[config.mk]
export PLATFORM = sky130hd
export DESIGN_NAME = ptw_walker
export DESIGN_NICKNAME = d
export VERILOG_FILES = /design/src/rtl/params_pkg.sv /design/src/rtl/pte_decode.sv /design/src/rtl/ptw_walker.sv
export SDC_FILE = /design/constraint.sdc
export NUM_CORES = 1
export LEC_CHECK = 0
export ABC_AREA = 0
export CORE_MARGIN = 5
export CORE_UTILIZATION = 47
export DETAILED_ROUTE_END_ITERATION = 12
export HOLD_SLACK_MARGIN = 0.12
export PLACE_DENSITY = 0.95
export SYNTH_ARGS = -nofsm -noshare
export SYNTH_HDL_FRONTEND = slang
export SYNTH_SLANG_ARGS = --single-unit
[constraint.sdc]
create_clock -name clk_i -period 3.1 [get_ports clk_i]
set_input_delay 0.465 -clock clk_i [delete_from_list [all_inputs] [get_ports clk_i]]
set_output_delay 0.465 -clock clk_i [all_outputs]
set_load 0.01 [all_outputs]
[src/rtl/params_pkg.sv]
// params_pkg: shared types and constants for the page-table walker.
//   PADDR_WIDTH   - default physical address width
//   PTE_PPN_LSB   - bit position of the PPN field inside a PTE
//   ptw_state_e   - walker FSM states
//   ptw_fault_e   - page-fault cause encoding driven on fault_cause_o
//   pte_t         - PTE field layout for the default two-level geometry
package params_pkg;

  localparam int PADDR_WIDTH   = 32;
  localparam int PTE_PPN_LSB   = 10;
  localparam int PTE_PPN_W_DEF = 20;

  typedef enum logic [2:0] {
    IDLE     = 3'd0,
    MEM_REQ  = 3'd1,
    MEM_WAIT = 3'd2,
    DONE     = 3'd3,
    DRAIN    = 3'd4
  } ptw_state_e;

  typedef enum logic [1:0] {
    FAULT_INVALID    = 2'd0,
    FAULT_W_NO_R     = 2'd1,
    FAULT_NONLEAF_L0 = 2'd2,
    FAULT_MISALIGNED = 2'd3
  } ptw_fault_e;

  // Bits [9:4] (RSW/D/A/G/U) are not interpreted by the walker.
  typedef struct packed {
    logic [31-PTE_PPN_LSB-PTE_PPN_W_DEF:0] rsvd;
    logic [PTE_PPN_W_DEF-1:0]              ppn;
    logic [5:0]                            ign;
    logic                                  x;
    logic                                  w;
    logic                                  r;
    logic                                  v;
  } pte_t;

endpackage

[src/rtl/pte_decode.sv]
// pte_decode: combinational PTE classifier for one walk step.
//   pte_i    - raw PTE word from memory
//   level_i  - level the PTE was fetched at
//   leaf_o   - valid, aligned leaf; translation completes
//   next_o   - valid pointer to the next level
//   fault_o  - page fault, reason on cause_o
//   cause_o  - fault cause (meaningful only with fault_o)
//   ppn_o    - PPN field of the PTE
module pte_decode
  import params_pkg::*;
#(
  parameter int  LEVELS     = 2,
  parameter int  VPN_BITS   = 10,
  parameter int  DATA_WIDTH = 32,
  localparam int PPN_W      = LEVELS * VPN_BITS,
  localparam int LVL_W      = (LEVELS > 1) ? $clog2(LEVELS) : 1
) (
  input  logic [DATA_WIDTH-1:0] pte_i,
  input  logic [LVL_W-1:0]      level_i,
  output logic                  leaf_o,
  output logic                  next_o,
  output logic                  fault_o,
  output ptw_fault_e            cause_o,
  output logic [PPN_W-1:0]      ppn_o
);

  logic             v, r, w, x;
  logic [PPN_W-1:0] align_mask;
  logic             unused_pte;

  assign v     = pte_i[0];
  assign r     = pte_i[1];
  assign w     = pte_i[2];
  assign x     = pte_i[3];
  assign ppn_o = pte_i[PTE_PPN_LSB +: PPN_W];

  // A superpage leaf at level L must have its low L*VPN_BITS PPN bits clear.
  assign align_mask = PPN_W'((64'd1 << (level_i * VPN_BITS)) - 64'd1);

  assign unused_pte = ^pte_i;

  always_comb begin
    leaf_o  = 1'b0;
    next_o  = 1'b0;
    fault_o = 1'b0;
    cause_o = FAULT_INVALID;
    if (!v) begin
      fault_o = 1'b1;
      cause_o = FAULT_INVALID;
    end else if (w && !r) begin
      fault_o = 1'b1;
      cause_o = FAULT_W_NO_R;
    end else if (r || x) begin
      if ((ppn_o & align_mask) != '0) begin
        fault_o = 1'b1;
        cause_o = FAULT_MISALIGNED;
      end else begin
        leaf_o = 1'b1;
      end
    end else if (level_i == '0) begin
      fault_o = 1'b1;
      cause_o = FAULT_NONLEAF_L0;
    end else begin
      next_o = 1'b1;
    end
  end

endmodule

[src/rtl/ptw_walker.sv]
// ptw_walker: multi-level page-table walker.
//   clk_i, rst_i            - clock, synchronous active-high reset
//   req_valid_i/req_ready_o - translation request / walker idle
//   vaddr_i, satp_data_i    - virtual address and root PPN, sampled on accept
//   flush_i                 - abort the walk in progress
//   mem_req_o/mem_addr_o    - PTE read request and address
//   mem_gnt_i               - read request accepted
//   mem_valid_i/mem_data_i  - PTE read data
//   valid_o/error_o         - one-cycle completion / page-fault pulse
//   fault_cause_o, paddr_o  - fault cause and translated address
//
// state    | meaning
// IDLE     | ready for a request
// MEM_REQ  | PTE read requested, waiting for grant
// MEM_WAIT | granted, waiting for PTE data
// DONE     | result pulse cycle
// DRAIN    | flushed with a read outstanding, discard its data
module ptw_walker
  import params_pkg::*;
#(
  parameter int  LEVELS      = 2,
  parameter int  VPN_BITS    = 10,
  parameter int  PAGE_OFFSET = 12,
  parameter int  DATA_WIDTH  = 32,
  parameter int  PADDR_WIDTH = params_pkg::PADDR_WIDTH,
  localparam int PPN_W       = LEVELS * VPN_BITS,
  localparam int VADDR_W     = PAGE_OFFSET + PPN_W,
  localparam int LVL_W       = (LEVELS > 1) ? $clog2(LEVELS) : 1
) (
  input  logic                   clk_i,
  input  logic                   rst_i,
  input  logic                   req_valid_i,
  output logic                   req_ready_o,
  input  logic [VADDR_W-1:0]     vaddr_i,
  input  logic [DATA_WIDTH-1:0]  satp_data_i,
  input  logic                   flush_i,
  output logic                   mem_req_o,
  output logic [PADDR_WIDTH-1:0] mem_addr_o,
  input  logic                   mem_gnt_i,
  input  logic                   mem_valid_i,
  input  logic [DATA_WIDTH-1:0]  mem_data_i,
  output logic                   valid_o,
  output logic                   error_o,
  output logic [1:0]             fault_cause_o,
  output logic [PADDR_WIDTH-1:0] paddr_o
);

  ptw_state_e             state_q, state_d;
  logic [LVL_W-1:0]       level_q, level_d;
  logic [VADDR_W-1:0]     vaddr_q, vaddr_d;
  logic [PPN_W-1:0]       ppn_q, ppn_d;
  logic [PADDR_WIDTH-1:0] paddr_q, paddr_d;
  ptw_fault_e             cause_q, cause_d;
  logic                   ok_q, ok_d;

  logic                   dec_leaf, dec_next, dec_fault;
  ptw_fault_e             dec_cause;
  logic [PPN_W-1:0]       dec_ppn;

  logic [VPN_BITS-1:0]    vpn_sel;
  logic [VADDR_W-1:0]     pte_addr;
  logic [VADDR_W-1:0]     low_mask;
  logic [VADDR_W-1:0]     leaf_addr;
  logic                   unused_satp;

  pte_decode #(
    .LEVELS    (LEVELS),
    .VPN_BITS  (VPN_BITS),
    .DATA_WIDTH(DATA_WIDTH)
  ) u_pte_decode (
    .pte_i  (mem_data_i),
    .level_i(level_q),
    .leaf_o (dec_leaf),
    .next_o (dec_next),
    .fault_o(dec_fault),
    .cause_o(dec_cause),
    .ppn_o  (dec_ppn)
  );

  assign vpn_sel  = VPN_BITS'(vaddr_q >> (PAGE_OFFSET + level_q * VPN_BITS));
  assign pte_addr = {ppn_q, {PAGE_OFFSET{1'b0}}} + VADDR_W'({vpn_sel, 2'b00});

  // Bits below the current level (lower VPNs + offset) pass through from vaddr.
  assign low_mask  = VADDR_W'((64'd1 << (PAGE_OFFSET + level_q * VPN_BITS)) - 64'd1);
  assign leaf_addr = ({dec_ppn, {PAGE_OFFSET{1'b0}}} & ~low_mask) | (vaddr_q & low_mask);

  assign unused_satp = ^satp_data_i;

  always_comb begin
    state_d = state_q;
    level_d = level_q;
    vaddr_d = vaddr_q;
    ppn_d   = ppn_q;
    paddr_d = paddr_q;
    cause_d = cause_q;
    ok_d    = ok_q;
    case (state_q)
      IDLE: begin
        if (!flush_i && req_valid_i) begin
          vaddr_d = vaddr_i;
          ppn_d   = satp_data_i[PPN_W-1:0];
          level_d = LVL_W'(LEVELS - 1);
          state_d = MEM_REQ;
        end
      end
      MEM_REQ: begin
        if (flush_i) begin
          state_d = mem_gnt_i ? DRAIN : IDLE;
        end else if (mem_gnt_i) begin
          state_d = MEM_WAIT;
        end
      end
      MEM_WAIT: begin
        if (flush_i) begin
          // Data arriving with the flush is the outstanding read; nothing to drain.
          state_d = mem_valid_i ? IDLE : DRAIN;
        end else if (mem_valid_i) begin
          if (dec_next) begin
            ppn_d   = dec_ppn;
            level_d = level_q - LVL_W'(1);
            state_d = MEM_REQ;
          end else begin
            state_d = DONE;
            if (dec_fault) begin
              ok_d    = 1'b0;
              cause_d = dec_cause;
            end else begin
              ok_d    = dec_leaf;
              paddr_d = PADDR_WIDTH'(leaf_addr);
            end
          end
        end
      end
      DONE: begin
        state_d = IDLE;
      end
      DRAIN: begin
        if (mem_valid_i) begin
          state_d = IDLE;
        end
      end
      default: begin
        state_d = IDLE;
      end
    endcase
  end

  always_ff @(posedge clk_i) begin
    if (rst_i) begin
      state_q <= IDLE;
      level_q <= '0;
      vaddr_q <= '0;
      ppn_q   <= '0;
      paddr_q <= '0;
      cause_q <= FAULT_INVALID;
      ok_q    <= 1'b0;
    end else begin
      state_q <= state_d;
      level_q <= level_d;
      vaddr_q <= vaddr_d;
      ppn_q   <= ppn_d;
      paddr_q <= paddr_d;
      cause_q <= cause_d;
      ok_q    <= ok_d;
    end
  end

  assign req_ready_o   = (state_q == IDLE);
  assign mem_req_o     = (state_q == MEM_REQ);
  assign mem_addr_o    = mem_req_o ? PADDR_WIDTH'(pte_addr) : '0;
  assign valid_o       = (state_q == DONE) && ok_q && !flush_i;
  assign error_o       = (state_q == DONE) && !ok_q && !flush_i;
  assign fault_cause_o = cause_q;
  assign paddr_o       = paddr_q;

endmodule
==> results of run 1 <==
[power by group through the flow]
stage / Clock (W) / Sequential (W) / Combinational (W)
6_report: 0.000715 / 0.00125 / 0.000446
3_5_place_dp: 0 / 0.00127 / 0.000441
3_3_place_gp: 0 / 0.00127 / 0.000428
2_1_floorplan: 0 / 0.00126 / 0.000249
4_1_cts: 0.000727 / 0.00125 / 0.000443
5_1_grt: 0.000778 / 0.00125 / 0.000482
[area by class of cell]
class	count	area (µm²)
Clock buffer	10	128
Fill cell	727	3100
Clock inverter	6	41.3
Sequential cell	91	1820
Multi-Input combinational cell	360	2250
Inverter	5	22.5
Timing Repair Buffer	163	1600
Tap cell	111	139
[stage by stage]
step,power (W),cells
6_report,0.00241,746
5_1_grt,0.00251,746
4_1_cts,0.00242,746
3_5_place_dp,0.00171,730
3_3_place_gp,0.00170,730
2_1_floorplan,0.00151,509
[how the worst max path moves through the flow]
| stage | start | endpoint | depth (start not counted) |
|---|---|---|---|
| 6_report | state_q[0] | mem_addr_o[18] | 5 |
| 5_1_grt | state_q[0] | mem_addr_o[17] | 5 |
| 4_1_cts | state_q[0] | mem_addr_o[17] | 5 |
| 3_5_place_dp | flush_i | valid_o | 4 |
| 3_3_place_gp | flush_i | error_o | 5 |
| 2_1_floorplan | state_q[0] | mem_addr_o[12] | 6 |
[registers in the layout, summed over array words and instances, names as in the netlist]
signal         flops
vaddr_q           32
fault_cause_o      2
ok_q               1
ppn_q             20
level_q            1
state_q            3
paddr_o           32
[cell families after synthesis]
kind of cell | count (synthesis)
compound gates | 160
flops | 91
mux | 40
other cells | 1
simple gates | 158
buf+inv | 58
[placed cells by master, fill, tap and decap left out, types with 3 or more instances in the layout]
master	netlist	layout
a211oi_1	30	30
a21oi_1	81	81
a31oi_1	11	11
and2_1	24	24
and3_1	4	4
buf_4	7	13
clkbuf_8	0	9
clkdlybuf4s50_1	0	148
clkinvlp_4	0	4
dfxtp_1	91	91
inv_1	5	4
mux2i_1	40	40
nand2_1	71	71
nand4_1	23	23
nor2_1	14	14
nor2b_1	4	4
o21ai_0	3	3
o31ai_1	24	24
[layer usage]
metal | track usage | share of wire | wire length [µm]
met1 | 0.283 | 0.42 | 5520
met2 | 0.374 | 0.47 | 6210
met3 | 0.0571 | 0.074 | 973
met5 | 0 | 0 | 0
met4 | 0.0916 | 0.033 | 438
[critical path, stage by stage (launching register included)]
cell	delay, ns
dfxtp_1	0.55
inv_1	0.13
or3_1	0.43
clkinvlp_4	0.24
and2_1	0.18
clkdlybuf4s50_1	0.55
==> metrics.cfg, run 1 <==
[cts]
cts_buffer_depth = 2
tritoncts = yes
cts_sinks = 91
cts_buffers = 9
clkSlewWorstSetupHoldPaths_ns = 0.09
cts_resized = 0
cts-root-buf = clkbuf_8
postCtsSetupBuffers = 0
clock_latency_ns = 0.35
cts_hold_buf = 0
h-tree-depth = 3

[yosys]
seq_area_frac_synth = 0.420
synth_compound_area_frac = 0.229
synth-simple-area-share = 0.194
synth_top_cell_area_share = 0.420
synth.most_common_cell = dfxtp_1
ys_ff_latch = 91
ys_types = 43
netlist_instances = 508
synth_largest_area_cell = dfxtp_1
ys_top_cells_by_count = 91 x dfxtp_1, 81 x a21oi_1, 71 x nand2_1
muxShareOfSynthArea = 0.0923
yosys_warnings = 0
synthTopCellsByArea = dfxtp_1 42%, a21oi_1 9.3%, mux2i_1 9.2%, nand2_1 6.1%, a211oi_1 5.2%
synth_area_per_cell_um2 = 8.54
async_flop_share = 0
synth_fa_ha_area_frac = 0
synthXorXnorAreaFrac = 0
synthesis.area_um2 = 4340
ys.flop_type = dfxtp_1
synth_top_family_by_area = compound AO/OA/AOI/OAI gates
synth-edff-count = 0

[grt]
grt_pass1_wl_um = 20900
grt_pass1_vias = 4159
antenna_found_initial = 0
gr-usage-all-layers = 0.226
overflow = 0
grt_max_degree = 60

[timing]
fin_crit_ns = 2.88
tightest_slew_ns = 0.747
maxSlewViolCount = 0
max_freq_ghz = 0.347
holdWs_ns = 0.460
setup_viol = 0
tns_ns = 0
hold_viol = 0
skew_ns = 0.00932
finalCritPeriodShare = 0.929
rsz0062_at_grt = no
slew_headroom = 0.502
fin_ws_ns = 0.219

[power_and_ir_drop]
pwr-share-clk = 0.297
comb_power_share = 0.185
sequentialPowerShare = 0.518
p_int_w = 0.00172
p_switching_w = 0.000689
powerDensity_nw_per_um2 = 401
ir_drop_v = 0.000260
power.leakage_nw = 1.96
switching_share = 0.286

[floorplan]
io_pins = 172
core_area_um2 = 9110
die_x_um = 106
die_area_um2 = 11300
floorplan.initialDensity = 0.476
num_rows = 35
dieHeight_um = 106

[critical_path]
startpoint_type = flip-flop
path_class = reg2out
required_ns = 2.63
r2r_end = ppn_q[13]
cp_max_fo = 21
reg2reg_depth = 5
rr_startpoint = level_q
cp_data_arrival_time_ns = 2.42
rrSetupSlack_ns = 0.89
cp-end-kind = output port

[routing]
wire_per_inst_um = 17.6
antenna_left = 0
totalWireLength_um = 13100
routed_via_density = 5.80
num_vias = 4324
drt_iter0_markers = 209
drt_first_pass_iters = 5
drc = 0

[place]
placed_area_um2 = 5830
port-buffer-count = 149
gp_congestion = 0.875
hpwl_um = 9600
preCtsSetupSlack_ns = 0.359

[min_path]
holdPathEnd = vaddr_q[9]
min_path_cells = 2
holdCritPathClass = reg2reg
hp-start = vaddr_q[9]

[final_layout]
post-route-cell-area_um2 = 6000
area_growth_pct = 38.4
diodes = 0
layout-drive-gt1-share = 0.0646
nNetsFinal = 732
utilization = 0.659

[job]
max_cap_violations = 0

[status]
status = finished clean

Power figures use the tool's default switching activity.
==> run 2, diff against run 1 <==
--- a/config.mk
+++ b/config.mk
@@ -11,6 +11,8 @@
 export DETAILED_ROUTE_END_ITERATION = 12
 export HOLD_SLACK_MARGIN = 0.12
 export PLACE_DENSITY = 0.95
+export SETUP_SLACK_MARGIN = 0.4
 export SYNTH_ARGS = -nofsm -noshare
 export SYNTH_HDL_FRONTEND = slang
 export SYNTH_SLANG_ARGS = --single-unit
+export TNS_END_PERCENT = 30
==> run 2 against run 1 <==
  * Non-clock buffer count unchanged
  * Clock-buffer cell count stayed put
  * Design area up 0.50%
  * Die area is the same
==> metrics.cfg, run 2 (synthesis gave the netlist of run 1 again) <==
[final_layout]
multi_input_area_um2 = 2260  ; was 2250 µm²
seqCellArea_um2 = 1830  ; was 1820 µm²
fill_cells = 725  ; was 727
final_common_cell = clkdlybuf4s50_1  ; unchanged
area_growth_pct = 39.1  ; was 38.4%
nNetsFinal = 734  ; was 732
layout-drive-gt1-share = 0.0722  ; was 0.0646
layout_common_cells = 148 x clkdlybuf4s50_1, 90 x dfxtp_1, 81 x a21oi_1  ; was 148 x clkdlybuf4s50_1, 91 x dfxtp_1, 81 x a21oi_1
diodes = 0  ; unchanged
utilization = 0.663  ; was 0.659

[min_path]
hp-start = vaddr_q[9]  ; unchanged
holdPathEnd = vaddr_q[9]  ; unchanged
holdCritPathClass = reg2reg  ; unchanged
min_path_cells = 2  ; unchanged

[power_and_ir_drop]
powerDensity_nw_per_um2 = 401  ; about the same
ir_drop_v = 0.000260  ; about the same
power.leakage_nw = 1.96  ; about the same

[critical_path]
r2r_end = ppn_q[7]  ; was ppn_q[13]
rrSetupSlack_ns = 0.85  ; was 0.89 ns
required_ns = 2.63  ; about the same
cp_max_fo = 11  ; was 21
rr_startpoint = level_q  ; unchanged
cp-end-kind = output port  ; unchanged
reg2reg_depth = 5  ; unchanged
startpoint_type = flip-flop  ; unchanged
cp_data_arrival_time_ns = 2.17  ; was 2.42 ns
path_class = reg2out  ; unchanged

[job]
max_cap_violations = 0  ; unchanged

[routing]
antenna_left = 0  ; unchanged
wire_per_inst_um = 17.9  ; was 17.6 µm
drt_iter0_markers = 232  ; was 209
drc = 0  ; unchanged
num_vias = 4346  ; was 4324
drt_first_pass_iters = 5  ; unchanged
routed_via_density = 5.81  ; was 5.80
totalWireLength_um = 13400  ; was 13100 µm

[cts]
cts_buffer_depth = 2  ; unchanged
cts_sinks = 91  ; unchanged
clkSlewWorstSetupHoldPaths_ns = 0.09  ; about the same
tritoncts = yes  ; unchanged
cts-root-buf = clkbuf_8  ; unchanged
clock_latency_ns = 0.34  ; was 0.35 ns
h-tree-depth = 3  ; unchanged
cts_buffers = 9  ; unchanged

[timing]
slew_headroom = 0.491  ; was 0.502
maxSlewViolCount = 0  ; unchanged
finalCritPeriodShare = 0.850  ; was 0.929
hold_viol = 0  ; unchanged
tns_ns = 0  ; unchanged
skew_ns = 0.00932  ; about the same
tightest_slew_ns = 0.764  ; was 0.747 ns
fin_crit_ns = 2.64  ; was 2.88 ns
fin_ws_ns = 0.464  ; was 0.219 ns
setup_viol = 0  ; unchanged
rsz0062_at_grt = yes  ; was no
max_freq_ghz = 0.379  ; was 0.347 GHz

[place]
gp_congestion = 0.875  ; unchanged
port-buffer-count = 149  ; unchanged
preCtsSetupSlack_ns = 0.359  ; unchanged
hpwl_um = 9600  ; unchanged

[grt]
grt_pass1_vias = 4209  ; was 4159
grt_max_degree = 60  ; unchanged
antenna_found_initial = 0  ; unchanged
grt_pass1_wl_um = 21100  ; was 20900 µm
overflow = 0  ; unchanged
gr-usage-all-layers = 0.231  ; was 0.226

[floorplan]
io_pins = 172  ; unchanged
die_x_um = 106  ; unchanged
core_area_um2 = 9110  ; unchanged
num_rows = 35  ; unchanged
dieHeight_um = 106  ; unchanged
floorplan.initialDensity = 0.476  ; unchanged
die_area_um2 = 11300  ; unchanged

[status]
status = finished clean  ; unchanged

run 2: changes by cell type in the layout (fill, tap and decap cells not counted), sizes merged:
cell      previous run  this run
clkinvlp             4         6
run 2: repair_timing:
item,CTS,global route
resized for setup,4,3
hold buffers,0,0
cloned,2,0
setup endpoints to repair,33,30
buffers inserted,0,0
run 2: worst max-delay path: stages, from the launching register on:
cell	delay, ns
dfxtp_4	0.42
inv_1	0.09
or3_4	0.42
buf_4	0.21
nor2_1	0.13
clkdlybuf4s50_1	0.55
run 2: area by class of cell:
type,count,area share
clock inverter,6,0.00684
tap,111,0.0230
inverter,5,0.00373
timing repair buffer,163,0.266
sequential,91,0.303
clock buffer,10,0.0211
timing repair inverter,2,0.00207
multi-input combinational,360,0.374
run 2: power by group:
| part | internal [W] | switching, W | leakage (nW) |
|---|---|---|---|
| sequential | 0.00122 | 0.0000321 | 0.741 |
| combinational | 0.000213 | 0.000241 | 1.14 |
| clock | 0.000292 | 0.000423 | 0.0787 |
| total | 0.00172 | 0.000696 | 1.96 |
run 2: worst max-delay path by stage:
stage                           from        endpoint  slack, ns  cells after the start
after global placement       flush_i         error_o       0.46                      5
final                     state_q[0]  mem_addr_o[11]       0.46                      5
after global routing      state_q[0]  mem_addr_o[13]       0.38                      5
after detailed placement     flush_i         valid_o       0.36                      4
after floorplan           state_q[0]  mem_addr_o[12]       1.28                      6
after CTS                 state_q[0]  mem_addr_o[14]       0.38                      5
run 2: per-layer routing:
layer  wire [µm]  track usage  vias up
li1            -            -     2087
met1        5620        0.286     2038
met2        6460        0.387      189
met3         957       0.0540       32
met4         380       0.0925        0
met5           0            0        -
run 2: through the flow:
step / std cells / hold WS, ns / total power [W] / instance area, µm²
final: 748 / 0.460 / 0.00242 / 6030
after global routing: 748 / 0.490 / 0.00252 / 6030
after CTS: 748 / 0.461 / 0.00242 / 6030
after detailed placement: 730 / 0.448 / 0.00171 / 5830
after global placement: 730 / 0.442 / 0.00170 / 5830
after floorplan: 509 / 0.436 / 0.00151 / 4340
==> run 3, diff against run 2 <==
--- a/config.mk
+++ b/config.mk
@@ -8,6 +8,7 @@
 export ABC_AREA = 0
 export CORE_MARGIN = 5
 export CORE_UTILIZATION = 47
+export CTS_CLUSTER_DIAMETER = 30
 export DETAILED_ROUTE_END_ITERATION = 12
 export HOLD_SLACK_MARGIN = 0.12
 export PLACE_DENSITY = 0.95
==> results of run 3 <==
Same layout as run 2: the final DEF is identical, and so are final timing and power.
==> variant, RTL diff (config.mk and constraints of run 3) <==
Register the output `fault_cause_o` once more, with the module's reset; this adds one clock of latency there. The other outputs are not delayed to match.
--- a/src/rtl/ptw_walker.sv
+++ b/src/rtl/ptw_walker.sv
@@ -170,7 +170,13 @@
   assign mem_addr_o    = mem_req_o ? PADDR_WIDTH'(pte_addr) : '0;
   assign valid_o       = (state_q == DONE) && ok_q && !flush_i;
   assign error_o       = (state_q == DONE) && !ok_q && !flush_i;
-  assign fault_cause_o = cause_q;
+  always_ff @(posedge clk_i) begin
+    if (rst_i) begin
+      fault_cause_o <= '0;
+    end else begin
+      fault_cause_o <= cause_q;
+    end
+  end
   assign paddr_o       = paddr_q;
 
 endmodule
Function: changed (Yosys sat finds a counterexample within 4 cycles, from zero or initial values and one cycle with rst_i high).
==> variant against run 3 <==
  * Total power is 7.0% higher
  * Critical path depth is 1 lower
  * Synthesized area is 3.0% lower
  * Worst setup slack better by 0.088 ns
  * Non-clock buffer count is 1 higher
  * Highest routed layer unchanged
  * Cell count is 0.80% higher
  * Final area is 1.1% lower
  * Clock skew hardly changed
  * Sequential cell count is 2 higher
  * Wire length is 2.7% lower
  * Largest cell class unchanged
  * Critical endpoint is now mem_addr_o[31]
==> variant: results (changes against run 3) <==
status: "finished clean"
fin_nets: 743  # +1.2%
synth.yosys.seq_area_share_pct: 44.23  # +2.2 points
yosysUniqueCellTypes: 34  # -21%
drive_above_1_share_pct: 6.966  # -0.26 points
hpwl_um: 9499  # -1.0%
gp_congestion: 0.9173  # +4.8%
slew_headroom_pct: 44.45  # -4.6 points
worst-path-max-fanout: 23  # +12
firstDrtPassIters: 5  # unchanged
cts_made_buffers: 9  # unchanged
ys_top_cells_by_area: "dfxtp_1, mux2i_1, a21oi_1"
critPathSlowestCell: "clkdlybuf4s50_1"
clk_pin_slew_ns: 0.08
clk_latency_ns: 0.36  # +0.02 ns
synth_fa_ha_area_share_pct: 0  # unchanged
htree_levels: 3  # unchanged
p_switching_uw: 670.2  # -3.8%
dominantRegCellSynth: "dfxtp_1"
max_stage_delay_ns: 0.55  # about the same
vias_per_cell: 5.712  # -1.7%
muxShareOfSynthArea_pct: 9.750  # +0.52 points
cts_buffer_depth: 2  # unchanged
p_leak_uw: 0.002109  # +7.5%
cts-root-buf: "clkbuf_8"
grt_max_degree: 77  # +28%
ys_async_sr_fraction_pct: 0  # unchanged
ir_worst_vdd_v: 0.0002029  # -22%
synth_xor_area_share_pct: 0  # unchanged
yosysWarnings: 0  # unchanged
antenna_found_initial: 0  # unchanged
cp.arrival_ns: 2.08  # -0.09 ns
wl_um: 13060  # -2.7%
fin_skew_ns: 0.009040  # -0.0002797 ns
n_antenna_cell: 0  # unchanged
synth_common_cells: "dfxtp_1, nand2_1, a21oi_1"
critical_path.top_delay_family: "buffers and inverters"
hp-class: "flop to flop"
synth-compound-area-share_pct: 19.44  # -3.5 points
grt_usage_pct: 23.38  # +0.31 points
hold_ws_ns: 0.4594  # -0.0003520 ns
grt_pass1_vias: 4390  # +4.3%
reg2reg_setup_slack_ns: 0.88  # +0.03 ns
grt_pass1_wl_um: 21450  # +1.4%
io_buffer_count: 149  # unchanged
drt_iter0_markers: 237  # +2.2%
## variant: worst paths after layout
path,start,endpoint,depth (start not counted)
setup / recovery,state_q[0],mem_addr_o[31],4
hold / removal,vaddr_q[23],vaddr_q[23],2
setup reg to reg,state_q[1],paddr_o[3],6
hold reg to reg,vaddr_q[23],vaddr_q[23],2
## variant: layout make-up
cell class	count	area, sq um
Inverter	4	15.01
Clock buffer	12	135.1
Clock inverter	4	72.57
Timing Repair Buffer	164	1602
Multi-Input combinational cell	369	2147
Tap cell	108	135.1
Fill cell	674	2751
Sequential cell	93	1863
## variant: cells by family (layout without fill, tap and decap cells)
kind of cell	after synthesis	count (layout)
simple gates	192	192
compound gates	134	134
mux	41	41
other cells	1	2
buf+inv	51	184
flops	93	93
## variant: tightest hold or removal path, delay by kind of cell, from the launching register on
family | cells | cell delay (ns)
DFF | 1 | 0.31
and+or+nand+nor | 1 | 0.05
AOI/OAI and AO/OA | 1 | 0.05
## variant: what timing repair did
| action | 4_1_cts | 5_1_grt |
|---|---|---|
| pin swaps | 0 | 0 |
| setup buffers | 0 | 0 |
| hold buffers | 0 | 0 |
| setup endpoints to repair | 5 | 7 |
| gates resized for setup | 1 | 1 |
## variant: power groups by stage
stage	logic, uW	clock network, uW	registers, uW
detailed placement	439	0	1310
finish	443	861	1280
CTS	441	869	1280
global placement	425	0	1310
floorplan	246	0	1290
global route	483	916	1290
## variant: per-layer routing
layer  track usage [%]  vias to the layer above  part of all wire, %
met5                 0                        -                    0
met4             9.954                        0                  3.1
met3             5.364                       32                  7.7
met2             39.68                      205                   49
met1             28.41                     2024                   40
li1                  -                     2046                    -
## variant: metrics by stage
| step | power (uW) | util, % | cells | setup slack, ns | cell area (sq um) |
|---|---|---|---|---|---|
| CTS | 2592 | 68.42 | 754 | 0.4960 | 5967 |
| detailed placement | 1749 | 66.03 | 738 | 0.3287 | 5758 |
| floorplan | 1538 | - | 513 | 1.019 | 4213 |
| global placement | 1730 | 66.03 | 738 | 0.4540 | 5758 |
| global route | 2688 | 68.45 | 754 | 0.4067 | 5969 |
| finish | 2586 | 68.45 | 754 | 0.5523 | 5969 |
